--- config.mk ---
export PLATFORM = sky130hd
export DESIGN_NAME = ahb3lite_dma_arbiter_flat
export DESIGN_NICKNAME = d
export VERILOG_FILES = /design/src/rtl/ahb3lite_dma_arbiter_pkg.sv /design/src/rtl/ahb3lite_dma_arbiter_if.sv /design/src/rtl/ahb3lite_beat_counter.sv /design/src/rtl/ahb3lite_dma_arbiter.sv /design/src/flat_wrapper.sv
export SDC_FILE = /design/constraint.sdc
export NUM_CORES = 1
export LEC_CHECK = 0
export CAP_MARGIN = 20
export CELL_PAD_IN_SITES_DETAIL_PLACEMENT = 1
export CELL_PAD_IN_SITES_GLOBAL_PLACEMENT = 2
export CORE_ASPECT_RATIO = 1.5
export CORE_MARGIN = 2
export CORE_UTILIZATION = 12
export CTS_CLUSTER_SIZE = 30
export DETAILED_ROUTE_END_ITERATION = 16
export GPL_TIMING_DRIVEN = 0
export PLACE_DENSITY_LB_ADDON = 0.1
export REMOVE_ABC_BUFFERS = 1
export SYNTH_ARGS = -nofsm -noshare
export SYNTH_HDL_FRONTEND = slang
export SYNTH_SLANG_ARGS = --single-unit
--- constraint.sdc ---
create_clock -name HCLK -period 1.9 [get_ports HCLK]
set_input_delay 0.475 -clock HCLK [delete_from_list [all_inputs] [get_ports HCLK]]
set_output_delay 0.475 -clock HCLK [all_outputs]
set_load 0.005 [all_outputs]
--- src/rtl/ahb3lite_dma_arbiter_pkg.sv ---
// Shared AHB3-Lite types and encodings for the two-master DMA arbiter.
// Latency: none (types and constants only).
// Backpressure: not applicable.
package ahb3lite_dma_arbiter_pkg;

    // AMBA AHB3-Lite transfer type
    typedef logic [1:0] HTRANS_state;
    localparam HTRANS_state HTRANS_IDLE   = 2'b00;
    localparam HTRANS_state HTRANS_BUSY   = 2'b01;
    localparam HTRANS_state HTRANS_NONSEQ = 2'b10;
    localparam HTRANS_state HTRANS_SEQ    = 2'b11;

    // AMBA AHB3-Lite burst type
    typedef logic [2:0] HBURST_Type;
    localparam HBURST_Type HBURST_SINGLE = 3'b000;
    localparam HBURST_Type HBURST_INCR   = 3'b001;
    localparam HBURST_Type HBURST_WRAP4  = 3'b010;
    localparam HBURST_Type HBURST_INCR4  = 3'b011;
    localparam HBURST_Type HBURST_WRAP8  = 3'b100;
    localparam HBURST_Type HBURST_INCR8  = 3'b101;
    localparam HBURST_Type HBURST_WRAP16 = 3'b110;
    localparam HBURST_Type HBURST_INCR16 = 3'b111;

    // AMBA AHB3-Lite response
    typedef logic HRESP_state;
    localparam HRESP_state HRESP_OKAY  = 1'b0;
    localparam HRESP_state HRESP_ERROR = 1'b1;

    // Arbiter FSM encoding
    typedef logic [1:0] arb_state_t;
    localparam arb_state_t ARB_IDLE  = 2'd0;
    localparam arb_state_t ARB_OWN   = 2'd1;
    localparam arb_state_t ARB_DRAIN = 2'd2;

    // One-hot winner among two requesters; ptr breaks the tie when both request.
    function automatic logic [1:0] rr_pick(input logic [1:0] req, input logic ptr);
        logic [1:0] win;
        win = 2'b00;
        case (req)
            2'b01:   win = 2'b01;
            2'b10:   win = 2'b10;
            2'b11:   win = ptr ? 2'b10 : 2'b01;
            default: win = 2'b00;
        endcase
        return win;
    endfunction

endpackage

--- src/rtl/ahb3lite_dma_arbiter_if.sv ---
// Bundle of the per-master request/address-phase inputs and the muxed slave side.
// Latency: none (wires only).
// Backpressure: HREADY travels slave -> arbiter -> masters through this bundle.
interface ahb3lite_dma_arbiter_if;
    import ahb3lite_dma_arbiter_pkg::*;

    logic [1:0]              i_req;
    logic [1:0][31:0]        i_HADDR_m;
    HTRANS_state [1:0]       i_HTRANS_m;
    logic [1:0]              i_HWRITE_m;
    logic [1:0][2:0]         i_HSIZE_m;
    HBURST_Type [1:0]        i_HBURST_m;
    logic                    i_HREADY;
    logic                    i_HRDATA_En;

    logic [1:0]              o_grant;
    logic [31:0]             o_HADDR;
    HTRANS_state             o_HTRANS;
    logic                    o_HWRITE;
    logic [2:0]              o_HSIZE;
    HBURST_Type              o_HBURST;
    logic [1:0]              o_HREADY_m;
    logic [1:0]              o_HRDATA_En_m;
    logic                    o_busy;

    // Arbiter view: it serves the masters and drives the shared slave port.
    modport slave (
        input  i_req, i_HADDR_m, i_HTRANS_m, i_HWRITE_m, i_HSIZE_m, i_HBURST_m,
        input  i_HREADY, i_HRDATA_En,
        output o_grant, o_HADDR, o_HTRANS, o_HWRITE, o_HSIZE, o_HBURST,
        output o_HREADY_m, o_HRDATA_En_m, o_busy
    );

    // Bus-master / environment view.
    modport master (
        output i_req, i_HADDR_m, i_HTRANS_m, i_HWRITE_m, i_HSIZE_m, i_HBURST_m,
        output i_HREADY, i_HRDATA_En,
        input  o_grant, o_HADDR, o_HTRANS, o_HWRITE, o_HSIZE, o_HBURST,
        input  o_HREADY_m, o_HRDATA_En_m, o_busy
    );

endinterface

--- src/rtl/ahb3lite_beat_counter.sv ---
// Counts accepted beats of the current tenure and flags when the budget is spent.
// Latency: count updates on the edge after the beat; budget_hit is combinational on the count.
// Backpressure: only counts when the caller qualifies inc with HREADY; saturates, never wraps.
module ahb3lite_beat_counter #(
    parameter int MAX_GRANT_BEATS = 16
) (
    input  logic clk,
    input  logic rst_n,
    input  logic clr,
    input  logic inc,
    output logic budget_hit
);

    localparam int CW = $clog2(MAX_GRANT_BEATS + 1);
    localparam logic [CW-1:0] CNT_MAX = CW'(MAX_GRANT_BEATS);

    logic [CW-1:0] cnt;

    // Clear at tenure start, otherwise count beats up to the budget and hold there.
    always_ff @(posedge clk) begin
        if (!rst_n) begin
            cnt <= '0;
        end else if (clr) begin
            cnt <= '0;
        end else if (inc && (cnt != CNT_MAX)) begin
            cnt <= cnt + CW'(1);
        end
    end

    assign budget_hit = (cnt >= CNT_MAX);

endmodule

--- src/rtl/ahb3lite_dma_arbiter.sv ---
// Two-master AHB3-Lite arbiter: round-robin grant, burst-safe handover, muxed address phase.
// Latency: grant one edge after request; data-phase routing lags the address phase by one accepted cycle.
// Backpressure: the slave's HREADY stalls both phase owners; any other master sees HREADY=0.
module ahb3lite_dma_arbiter
    import ahb3lite_dma_arbiter_pkg::*;
#(
    parameter int MAX_GRANT_BEATS = 16
) (
    input  logic                    HCLK,
    input  logic                    HRESETn,
    ahb3lite_dma_arbiter_if.slave   bus
);

    arb_state_t  state;
    logic [1:0]  grant;
    logic [1:0]  data_owner;
    logic        rr_ptr;

    logic        own_idx;
    logic        other_idx;
    HTRANS_state own_trans;
    logic        own_req;
    logic        other_req;
    logic        req_any;
    logic [1:0]  winner;
    logic        beat_xfer;
    logic        budget_hit;
    logic        release_own;
    logic        start_tenure;

    assign own_idx   = grant[1];
    assign other_idx = ~own_idx;
    assign own_trans = bus.i_HTRANS_m[own_idx];
    assign own_req   = bus.i_req[own_idx];
    assign other_req = bus.i_req[other_idx];
    assign req_any   = |bus.i_req;
    assign winner    = rr_pick(bus.i_req, rr_ptr);

    // A beat is an accepted NONSEQ/SEQ address phase of the current owner.
    assign beat_xfer = (state == ARB_OWN) && bus.i_HREADY &&
                       ((own_trans == HTRANS_NONSEQ) || (own_trans == HTRANS_SEQ));

    // Leave only at a burst boundary: never while the owner shows SEQ or BUSY.
    assign release_own = (state == ARB_OWN) && bus.i_HREADY &&
                         ((!own_req && (own_trans == HTRANS_IDLE)) ||
                          (budget_hit && other_req &&
                           ((own_trans == HTRANS_NONSEQ) || (own_trans == HTRANS_IDLE))));

    // A fresh tenure begins from idle, or as the drain completes with someone waiting.
    assign start_tenure = req_any &&
                          ((state == ARB_IDLE) || ((state == ARB_DRAIN) && bus.i_HREADY));

    ahb3lite_beat_counter #(
        .MAX_GRANT_BEATS (MAX_GRANT_BEATS)
    ) u_beat_counter (
        .clk        (HCLK),
        .rst_n      (HRESETn),
        .clr        (start_tenure),
        .inc        (beat_xfer),
        .budget_hit (budget_hit)
    );

    // Arbitration FSM, grant register, round-robin pointer and data-phase owner.
    always_ff @(posedge HCLK) begin
        if (!HRESETn) begin
            state      <= ARB_IDLE;
            grant      <= 2'b00;
            data_owner <= 2'b00;
            rr_ptr     <= 1'b0;
        end else begin
            if (bus.i_HREADY) begin
                data_owner <= grant;
            end
            case (state)
                ARB_IDLE: begin
                    if (req_any) begin
                        state <= ARB_OWN;
                        grant <= winner;
                    end
                end
                ARB_OWN: begin
                    if (release_own) begin
                        state  <= ARB_DRAIN;
                        grant  <= 2'b00;
                        rr_ptr <= other_idx;
                    end
                end
                ARB_DRAIN: begin
                    if (bus.i_HREADY) begin
                        state <= req_any ? ARB_OWN : ARB_IDLE;
                        grant <= winner;
                    end
                end
                default: begin
                    state <= ARB_IDLE;
                    grant <= 2'b00;
                end
            endcase
        end
    end

    // Slave-side address phase: the owner's signals, or an idle SINGLE when nobody owns the bus.
    always_comb begin
        bus.o_HADDR  = 32'h0;
        bus.o_HTRANS = HTRANS_IDLE;
        bus.o_HWRITE = 1'b0;
        bus.o_HSIZE  = 3'b000;
        bus.o_HBURST = HBURST_SINGLE;
        if (|grant) begin
            bus.o_HADDR  = bus.i_HADDR_m[own_idx];
            bus.o_HTRANS = own_trans;
            bus.o_HWRITE = bus.i_HWRITE_m[own_idx];
            bus.o_HSIZE  = bus.i_HSIZE_m[own_idx];
            bus.o_HBURST = bus.i_HBURST_m[own_idx];
        end
    end

    assign bus.o_grant       = grant;
    assign bus.o_HREADY_m    = (grant | data_owner) & {2{bus.i_HREADY}};
    assign bus.o_HRDATA_En_m = data_owner & {2{bus.i_HRDATA_En}};
    assign bus.o_busy        = (state != ARB_IDLE);

endmodule

--- src/flat_wrapper.sv ---
// flat-port wrapper written by rule: the top's interface ports become plain ports
module ahb3lite_dma_arbiter_flat import ahb3lite_dma_arbiter_pkg::*;
#(
    parameter int MAX_GRANT_BEATS = 16
)
  (HCLK, HRESETn, bus_i_req, bus_i_HADDR_m, bus_i_HTRANS_m, bus_i_HWRITE_m, bus_i_HSIZE_m, bus_i_HBURST_m, bus_i_HREADY, bus_i_HRDATA_En, bus_o_grant, bus_o_HADDR, bus_o_HTRANS, bus_o_HWRITE, bus_o_HSIZE, bus_o_HBURST, bus_o_HREADY_m, bus_o_HRDATA_En_m, bus_o_busy);
  ahb3lite_dma_arbiter_if bus_i ();
  input  logic HCLK;
  input  logic HRESETn;
  input wire logic [$bits(bus_i.i_req)-1:0] bus_i_req;
  input wire logic [$bits(bus_i.i_HADDR_m)-1:0] bus_i_HADDR_m;
  input wire logic [$bits(bus_i.i_HTRANS_m)-1:0] bus_i_HTRANS_m;
  input wire logic [$bits(bus_i.i_HWRITE_m)-1:0] bus_i_HWRITE_m;
  input wire logic [$bits(bus_i.i_HSIZE_m)-1:0] bus_i_HSIZE_m;
  input wire logic [$bits(bus_i.i_HBURST_m)-1:0] bus_i_HBURST_m;
  input wire logic [$bits(bus_i.i_HREADY)-1:0] bus_i_HREADY;
  input wire logic [$bits(bus_i.i_HRDATA_En)-1:0] bus_i_HRDATA_En;
  output wire logic [$bits(bus_i.o_grant)-1:0] bus_o_grant;
  output wire logic [$bits(bus_i.o_HADDR)-1:0] bus_o_HADDR;
  output wire logic [$bits(bus_i.o_HTRANS)-1:0] bus_o_HTRANS;
  output wire logic [$bits(bus_i.o_HWRITE)-1:0] bus_o_HWRITE;
  output wire logic [$bits(bus_i.o_HSIZE)-1:0] bus_o_HSIZE;
  output wire logic [$bits(bus_i.o_HBURST)-1:0] bus_o_HBURST;
  output wire logic [$bits(bus_i.o_HREADY_m)-1:0] bus_o_HREADY_m;
  output wire logic [$bits(bus_i.o_HRDATA_En_m)-1:0] bus_o_HRDATA_En_m;
  output wire logic [$bits(bus_i.o_busy)-1:0] bus_o_busy;
  assign bus_i.i_req = bus_i_req;
  assign bus_i.i_HADDR_m = bus_i_HADDR_m;
  assign bus_i.i_HTRANS_m = bus_i_HTRANS_m;
  assign bus_i.i_HWRITE_m = bus_i_HWRITE_m;
  assign bus_i.i_HSIZE_m = bus_i_HSIZE_m;
  assign bus_i.i_HBURST_m = bus_i_HBURST_m;
  assign bus_i.i_HREADY = bus_i_HREADY;
  assign bus_i.i_HRDATA_En = bus_i_HRDATA_En;
  assign bus_o_grant = bus_i.o_grant;
  assign bus_o_HADDR = bus_i.o_HADDR;
  assign bus_o_HTRANS = bus_i.o_HTRANS;
  assign bus_o_HWRITE = bus_i.o_HWRITE;
  assign bus_o_HSIZE = bus_i.o_HSIZE;
  assign bus_o_HBURST = bus_i.o_HBURST;
  assign bus_o_HREADY_m = bus_i.o_HREADY_m;
  assign bus_o_HRDATA_En_m = bus_i.o_HRDATA_En_m;
  assign bus_o_busy = bus_i.o_busy;
  ahb3lite_dma_arbiter #(.MAX_GRANT_BEATS(MAX_GRANT_BEATS)) u_core (.HCLK(HCLK), .HRESETn(HRESETn), .bus(bus_i));
endmodule
Yosys cells after proc, flatten, opt, wreduce, memory -nomap -nowiden
Cells that the tools add are included.
{"block": "word_totals", "ff_bits": 12, "input_bits": 88, "output_inout_bits": 48}
{"block": "op_classes", "addsub": 1, "order_cmp": 3, "n_eq_ne": 11, "mux": 30, "bitwise_logic": 5, "n_reduce_logical": 22}
{"cell": "two-way mux 32 bit", "count": 3}
{"cell": "two-way mux 2 bit", "count": 10}
{"cell": "two-way mux 3 bit", "count": 6}
{"cell": "one-hot mux 2 bit (3 select lines)", "count": 3}
{"cell": "== test 2 bit, second input constant", "count": 5}
{"cell": "logical AND 1 bit", "count": 9}
{"cell": "two-way mux 1 bit", "count": 8}
{"cell": "OR reduction 2 bit", "count": 3}
{"cell": "adder 5 x 1 -> 5 bit, second input constant", "count": 1}
{"cell": "greater-or-equal comparator 5 bit, second input constant", "count": 1}
{"cell": "!= test 5 bit, second input constant", "count": 1}
{"cell": "AND 2 bit", "count": 2}
{"cell": "== test 2 x 1 -> 1 bit, second input constant", "count": 2}
{"cell": "logical NOT 2 bit", "count": 2}
{"cell": "logical OR 1 bit", "count": 4}
{"cell": "< comparator 1 x 2 -> 1 bit, second input constant", "count": 2}
{"cell": "!= test 2 x 1 -> 1 bit, second input constant", "count": 2}
{"cell": "AND reduction 3 bit", "count": 1}
{"cell": "!= test 2 bit, second input constant", "count": 1}
{"cell": "inverter 1 bit", "count": 2}
{"cell": "bitwise OR 2 bit", "count": 1}
{"cell": "AND reduction 2 bit", "count": 1}
{"cell": "nonzero test 2 bit", "count": 1}
{"cell": "logical NOT 1 bit", "count": 1}

Longest topological paths before layout
Gate-level depths: netlist (run 1).
{"block": "depth", "depth_word": 9, "mapped_depth": 6}

Cells and area by module
Synthesis (run 1) repeated with hierarchy kept, for this count alone.
{"block": "hier_totals", "hier_cells": 134, "hier_area_um2": 1112.3}
{"mod": "ahb3lite_dma_arbiter", "instances": 1, "cells_per_inst": 104, "area_each_um2": 834.6, "seq_area_each_um2": 140.1}
{"mod": "ahb3lite_beat_counter", "instances": 1, "cells_per_inst": 30, "area_each_um2": 277.8, "seq_area_each_um2": 100.1}

Worst setup path before layout (run 1)
No wires, ideal clock.
{"block": "synth_path", "kind": "reg2out", "startpoint": "register u_core.grant[1], in the netlist u_core.bus.o_grant[1]", "endpoint": "output bus_o_HADDR[10]", "arrival_time_ns": 1.213, "path_slack_ns": 0.212, "stages_incl_launch_ff": 5, "path_cell_list": "dfxtp_1 buf_6 clkbuf_1 buf_1 a22o_1"}
{"block": "synth_between", "elab_chain_cells": 3, "word_cells_on_any_way": 4}
{"element": "start: declaration", "line": "ahb3lite_dma_arbiter.sv:15", "source": "logic [1:0] grant;"}
{"element": "start signal: assignment", "line": "ahb3lite_dma_arbiter.sv:78", "source": "grant <= winner;"}
{"element": "start signal: assignment", "line": "ahb3lite_dma_arbiter.sv:91", "source": "grant <= winner;"}
{"element": "two-way mux 32 bit (implied by the code) (2 in series)", "line": "ahb3lite_dma_arbiter.sv:110", "source": "bus.o_HADDR = bus.i_HADDR_m[own_idx];"}
{"element": "two-way mux 32 bit *", "line": "ahb3lite_dma_arbiter.sv:109", "source": "if (|grant) begin"}
{"element": "end: declaration", "line": "flat_wrapper.sv:19", "source": "output wire logic [$bits(bus_i.o_HADDR)-1:0] bus_o_HADDR;"}
Every way passes the cells marked *; elsewhere a longest branch is shown, timed or not. The select of a mux whose other input is x is not followed.

Final worst setup path (run 1)
{"block": "layout_path", "startpoint": "register u_core.grant[0], in the netlist u_core.bus.o_grant[0]", "endpoint": "output bus_o_HADDR[7]"}
{"block": "layout_between", "elab_chain_cells": 2}
{"element": "OR reduction 2 bit", "line": "ahb3lite_dma_arbiter.sv:109"}
{"element": "two-way mux 32 bit", "line": "ahb3lite_dma_arbiter.sv:109"}
Every way passes these cells.

==> flow_metrics.tcl, run 1 <==
set metrics [dict create \
    min_period_ns 1.98 \
    cts_root_buf "clkbuf_16" \
    maxSlewViolCount 0 \
    muxShareOfSynthArea_pct 5.92 \
    die_area_um2 9960 \
    ff_latch_area_um2 248 \
    final_hold_viol_count 0 \
    gr-usage-all-layers_pct 12.8 \
    dp_hpwl_mm 5.07 \
    synthSimpleGateAreaFrac_pct 19.0 \
    multiInputGateArea_um2 823 \
    ys.flop_type "dfxtp_1" \
    worst-path-max-fanout 4 \
    r2r_cells 7 \
    critPathArrivalTime_ns 1.50 \
    p_leak_nw 1.23 \
    hold_class "reg -> reg" \
    drv_cap 0 \
    crit_path_start_kind "flop" \
    antenna_cells 0 \
    holdPathEnd "u_core.rr_ptr" \
    die_h_um 121 \
    die_x_um 82.2 \
    yosysSeqAreaShare_pct 21.8 \
    dp.cells 366 \
    min_period_over_period_pct 104 \
    overflow 0 \
    fin_ws_ns -0.0764 \
    synth_edf_count 0 \
    detail-route-antenna-nets 0 \
    regToRegSetupSlack_ns 0.12 \
    clk_latency_ns 0.24 \
    antenna_found_initial 0 \
    clockBufferDepth 2 \
    syn_area_per_cell_um2 8.33 \
    r2r-end "u_core.u_beat_counter.cnt[3]" \
    drt-initial-drc-count 13 \
    grt_pass1_wl_mm 9.67 \
    synth_fa_ha_area_share_pct 2.28 \
    finClkSkew_ns 0.00197 \
    port_buffers 135 \
    yosysUniqueCellTypes 32 \
    worstSetupEndpointType "output port" \
    cts-buffers-inserted 3 \
    htreeDepth 1 \
    synth-compound-area-share_pct 41.2 \
    synth_seq_cells 12 \
    fillers 1043 \
    status "finished, violations left" \
    final_cells 387 \
    rsz0062_at_grt "yes" \
    tightest_slew_ns 0.447 \
    holdPathStages 2 \
    path_clk_slew_ns 0.05 \
    vdd_drop_max_uv 323 \
    grt_pass1_vias 1774 \
    syn_inst 132 \
    clock.fmax_mhz 506 \
    r2r-start "u_core.bus.o_grant[1]" \
    async_reset_ff_share_pct 0 \
    relSlewSlack_pct 70.0 \
    drt_wl_total_mm 6.98 \
    synthXorXnorAreaFrac_pct 3.19 \
    via_count 1667 \
    cp.required_ns 1.42 \
    power-per-cell-area_nw_per_um2 413 \
    critical_path_class "reg -> out" \
    finalSetupViolCount 9 \
    layout-drive-gt1-share_pct 22.7 \
    start_util_pct 12.4 \
    rows 42 \
    clock_sinks 12 \
    core_area_um2 8880 \
    pre_cts_slack_ns -0.467 \
    gp_congestion 0.683 \
    layout.nets 368 \
    grt_max_degree 36 \
    yosysWarnings 0 \
    min_from "u_core.rr_ptr" \
    violations "negative setup slack" \
    firstDrtPassIters 2 \
    synth_top_family_by_area "compound AO/OA/AOI/OAI gates" \
    pin_count 136 \
    drc 0 \
    viasPerCell 4.31 \
    cts_tree "yes" \
    synth_area_um2 1100 \
    wl_per_cell_um 18.0 \
    area_growth_pct 157 \
]
==> layout by cell type (no fill, tap or decap), types with 3 or more instances in the layout <==
| cell | Yosys | final |
|---|---|---|
| nand2_1 | 5 | 5 |
| dlymetal6s2s_1 | 0 | 3 |
| dlygate4sd2_1 | 0 | 15 |
| inv_1 | 4 | 4 |
| mux2i_1 | 5 | 5 |
| nor2_1 | 11 | 11 |
| a22o_1 | 41 | 41 |
| buf_12 | 0 | 4 |
| buf_16 | 0 | 5 |
| clkbuf_16 | 0 | 4 |
| nor4b_1 | 3 | 3 |
| nand3_1 | 5 | 5 |
| clkdlybuf4s50_1 | 0 | 85 |
| xnor2_1 | 4 | 4 |
| buf_2 | 1 | 28 |
| buf_4 | 0 | 5 |
| dfxtp_1 | 12 | 10 |
| nand2b_1 | 3 | 3 |
| clkbuf_2 | 0 | 3 |
| nor2b_1 | 4 | 3 |
==> final cells by class <==
type	count	area share (%)
timing repair buffer	154	53.6
multi-input combinational	103	29.1
clock buffer	4	3.14
inverter	4	0.531
sequential	12	8.75
tap	110	4.86
==> cells by family (layout without fill, tap and decap cells) <==
kind of cell,after synthesis,in the layout
compound gates,52,52
xor+xnor,4,4
fa+ha+maj,2,2
buf+inv,17,162
flops,12,12
mux,6,6
simple gates,39,39
==> repair_timing <==
item,4_1_cts,5_1_grt
hold buffers,0,0
pin swaps,1,2
setup endpoints to repair,49,37
resized for setup,147,11
setup buffers,11,1
cloned,5,1
==> Yosys cell counts (2+ instances only) <==
library cell | n | area share, %
a22o_1 | 41 | 33
and2_1 | 2 | 1.1
buf_1 | 2 | 0.68
clkbuf_1 | 9 | 3.1
dfxtp_1 | 12 | 22
ha_1 | 2 | 2.3
inv_1 | 4 | 1.4
mux2i_1 | 5 | 4.6
nand2_1 | 5 | 1.7
nand2b_1 | 3 | 1.7
nand3_1 | 5 | 2.3
nor2_1 | 11 | 3.8
nor2b_1 | 4 | 2.3
nor3_1 | 2 | 0.91
nor4b_1 | 3 | 2.4
o21ai_0 | 2 | 0.91
o22ai_1 | 2 | 1.1
xnor2_1 | 4 | 3.2
==> metrics by stage <==
stage | area (um^2) | TNS (ns) | util (%) | hold WS, ns | total power [W]
floorplan | 1040 | -50.97 | - | 0.443 | 0.000377
global placement | 2530 | -145.61 | 28.5 | 0.463 | 0.000699
detailed placement | 2580 | -11.55 | 29.1 | 0.473 | 0.000705
CTS | 2790 | -1.26 | 31.5 | 0.480 | 0.00119
global route | 2830 | -1.12 | 31.9 | 0.546 | 0.00123
finish | 2830 | -0.614 | 31.9 | 0.486 | 0.00117
==> state kept, by name, indices dropped and copies added (netlist names) <==
register	cells
u_core.bus.o_grant	2
u_core.data_owner	2
u_core.rr_ptr	1
u_core.state	2
u_core.u_beat_counter.cnt	5
==> how the worst max path moves through the flow <==
stage                                      from  cells past startpoint           endpoint  slack (ns)
after floorplan           u_core.bus.o_grant[1]                      2     bus_o_HADDR[0]       -1.17
after global placement    u_core.bus.o_grant[1]                      3     bus_o_HSIZE[1]       -3.27
after detailed placement           bus_i_HREADY                      4  bus_o_HREADY_m[1]       -0.47
after CTS                 u_core.bus.o_grant[0]                      7    bus_o_HBURST[2]       -0.09
after global routing      u_core.bus.o_grant[0]                      7     bus_o_HADDR[7]       -0.12
final                     u_core.bus.o_grant[0]                      7     bus_o_HADDR[7]       -0.08
==> per-layer routing <==
metal,wire length [um],GRT usage [%],vias up
li1,-,-,801
met1,2290,12.1,775
met2,3760,26.1,89
met3,916,4.24,2
met4,13,1.25,0
met5,0,0,-
==> power breakdown <==
group          total [W]  internal [W]  switching [W]
sequential      0.000265      0.000257     0.00000765
clock           0.000436      0.000319       0.000118
combinational   0.000468      0.000315       0.000153
total            0.00117      0.000891       0.000279
==> worst max-delay path, stage by stage, from the launching register on <==
cell and delay, ns:
dfxtp_4 0.33, nor2b_4 0.14, buf_12 0.12, buf_8 0.12
buf_12 0.13, buf_16 0.12, a22o_1 0.17, buf_2 0.13
Note: power is estimated with default switching activity, not from simulation.
==> inputs of run 2 (changes only) <==
- GPL_TIMING_DRIVEN: 0 -> default
- SETUP_SLACK_MARGIN: default -> 0.4
==> run 2 against run 1 <==
Effect of this change: the flow now finishes without violations; highest routed layer unchanged; total power up 3.8%; maximum frequency up 7.3%; setup slack improved by 0.13 ns.
==> flow_metrics.tcl, run 2 (synthesis results as in run 1) <==
set metrics [dict create \
    p_leak_nw 1.30 \
    final_cell_mix "clkdlybuf4s50_1 (81), buf_2 (46), a22o_1 (41)" \
    hold_class "reg -> reg" \
    final_hold_viol_count 0 \
    clock_sinks 12 \
    pin_count 136 \
    power-per-cell-area_nw_per_um2 405 \
    gp_congestion 0.735 \
    wl_per_cell_um 17.1 \
    slowest_delay_ns 0.31 \
    finClkSkew_ns 0.00192 \
    core_area_um2 8880 \
    layout.nets 387 \
    via_count 1737 \
    gr-usage-all-layers_pct 12.7 \
    port_buffers 135 \
    pre_cts_slack_ns -0.238 \
    cts-buffers-inserted 3 \
    htreeDepth 1 \
    drt-initial-drc-count 13 \
    vdd_drop_max_uv 360 \
    detail-route-antenna-nets 0 \
    status "finished clean" \
    fin_ws_ns 0.0583 \
    place_area_um2 2730 \
    dp_hpwl_mm 5.24 \
    cp.required_ns 1.42 \
    critical_path_class "reg -> out" \
    grt_max_degree 22 \
    largest_reg_flops 5 \
    layout-drive-gt1-share_pct 37.8 \
    clock.fmax_mhz 543 \
    crit_path_start_kind "flop" \
    tightest_slew_ns 0.368 \
    rsz0062_at_grt "yes" \
    die_h_um 121 \
    maxSlewViolCount 0 \
    grt_pass1_vias 1728 \
    finalSetupViolCount 0 \
    path_clk_slew_ns 0.04 \
    fillers 1044 \
    worstSetupEndpointType "output port" \
    fin_area_um2 3000 \
    area_growth_pct 173 \
    relSlewSlack_pct 75.1 \
    grt_pass1_wl_mm 9.55 \
    regMostFlops "u_core.u_beat_counter.cnt" \
    critPathArrivalTime_ns 1.37 \
    cts_tree "yes" \
    min_period_over_period_pct 96.9 \
    power_w 0.00121 \
    mostFrequentLayoutCell "clkdlybuf4s50_1" \
    firstDrtPassIters 3 \
    worst-path-max-fanout 5 \
    start_util_pct 12.4 \
    holdBufCountCts 0 \
    clockBufferDepth 2 \
    cts_root_buf "clkbuf_16" \
    die_area_um2 9960 \
    drc 0 \
    viasPerCell 4.28 \
    cp_cell_sequence "nor2b_4, buf_12, buf_12, clkbuf_16, a22o_1, buf_2" \
    clk_latency_ns 0.25 \
    multiInputGateArea_um2 917 \
    crit_top_cell "buf_12" \
    antenna_found_initial 0 \
    rows 42 \
    final_cells 406 \
    min_period_ns 1.84 \
    antenna_cells 0 \
    dp.cells 384 \
    die_x_um 82.2 \
    ff_latch_area_um2 245 \
    slowest_stage "dfxtp_2" \
    overflow 0 \
    drv_cap 0 \
    drt_wl_total_mm 6.96 \
]
## run 2: worst paths after layout
kind | to | depth (start not counted) | start | slack, ns
min reg2reg | u_core.rr_ptr | 2 | u_core.rr_ptr | 0.48
min | u_core.rr_ptr | 2 | u_core.rr_ptr | 0.48
max reg2reg | u_core.state[1] | 7 | u_core.bus.o_grant[1] | 0.19
max | bus_o_HADDR[4] | 6 | u_core.bus.o_grant[0] | 0.06
## run 2: timing repair
item                                    4_1_cts  5_1_grt
pin swaps                                    11       10
gates resized for setup                     223        8
cloned                                        3        1
endpoints found under the setup margin       58       55
setup buffers                                10        4
## run 2: final cells by class
type,count,area share (%)
Tap cell,110,4.59
Clock buffer,4,2.96
Inverter,4,0.500
Timing Repair Buffer,173,53.2
Sequential cell,12,8.17
Multi-Input combinational cell,103,30.6
## run 2: per-layer routing
metal | share of wire [%] | routed length [um] | vias up | global-route usage [%]
li1 | - | - | 834 | -
met1 | 33 | 2310 | 806 | 12.3
met2 | 52 | 3590 | 92 | 24.5
met3 | 14 | 1000 | 5 | 4.69
met4 | 0.80 | 56 | 0 | 2.50
met5 | 0 | 0 | - | 0
## run 2: metrics by stage
| step | hold WS [ns] | utilization [%] | TNS [ns] |
|---|---|---|---|
| after floorplan | 0.443 | - | -50.97 |
| after global placement | 0.457 | 30.7 | -8.11 |
| after detailed placement | 0.477 | 30.7 | -8.41 |
| after CTS | 0.483 | 32.8 | 0 |
| after global routing | 0.509 | 33.8 | 0 |
| final | 0.479 | 33.8 | 0 |
## run 2: worst max-delay path, delay by kind of cell (launching register included)
family / cells / cell delay, ns
flops: 1 / 0.31
buf+inv: 4 / 0.51
compound gates: 1 / 0.17
simple gates: 1 / 0.12
## run 2: power by group
part | total (W) | internal [W] | switching (W)
Clock | 0.000443 | 0.000319 | 0.000124
Combinational | 0.000508 | 0.000338 | 0.000170
Sequential | 0.000264 | 0.000258 | 0.00000548
Total | 0.00121 | 0.000915 | 0.000299
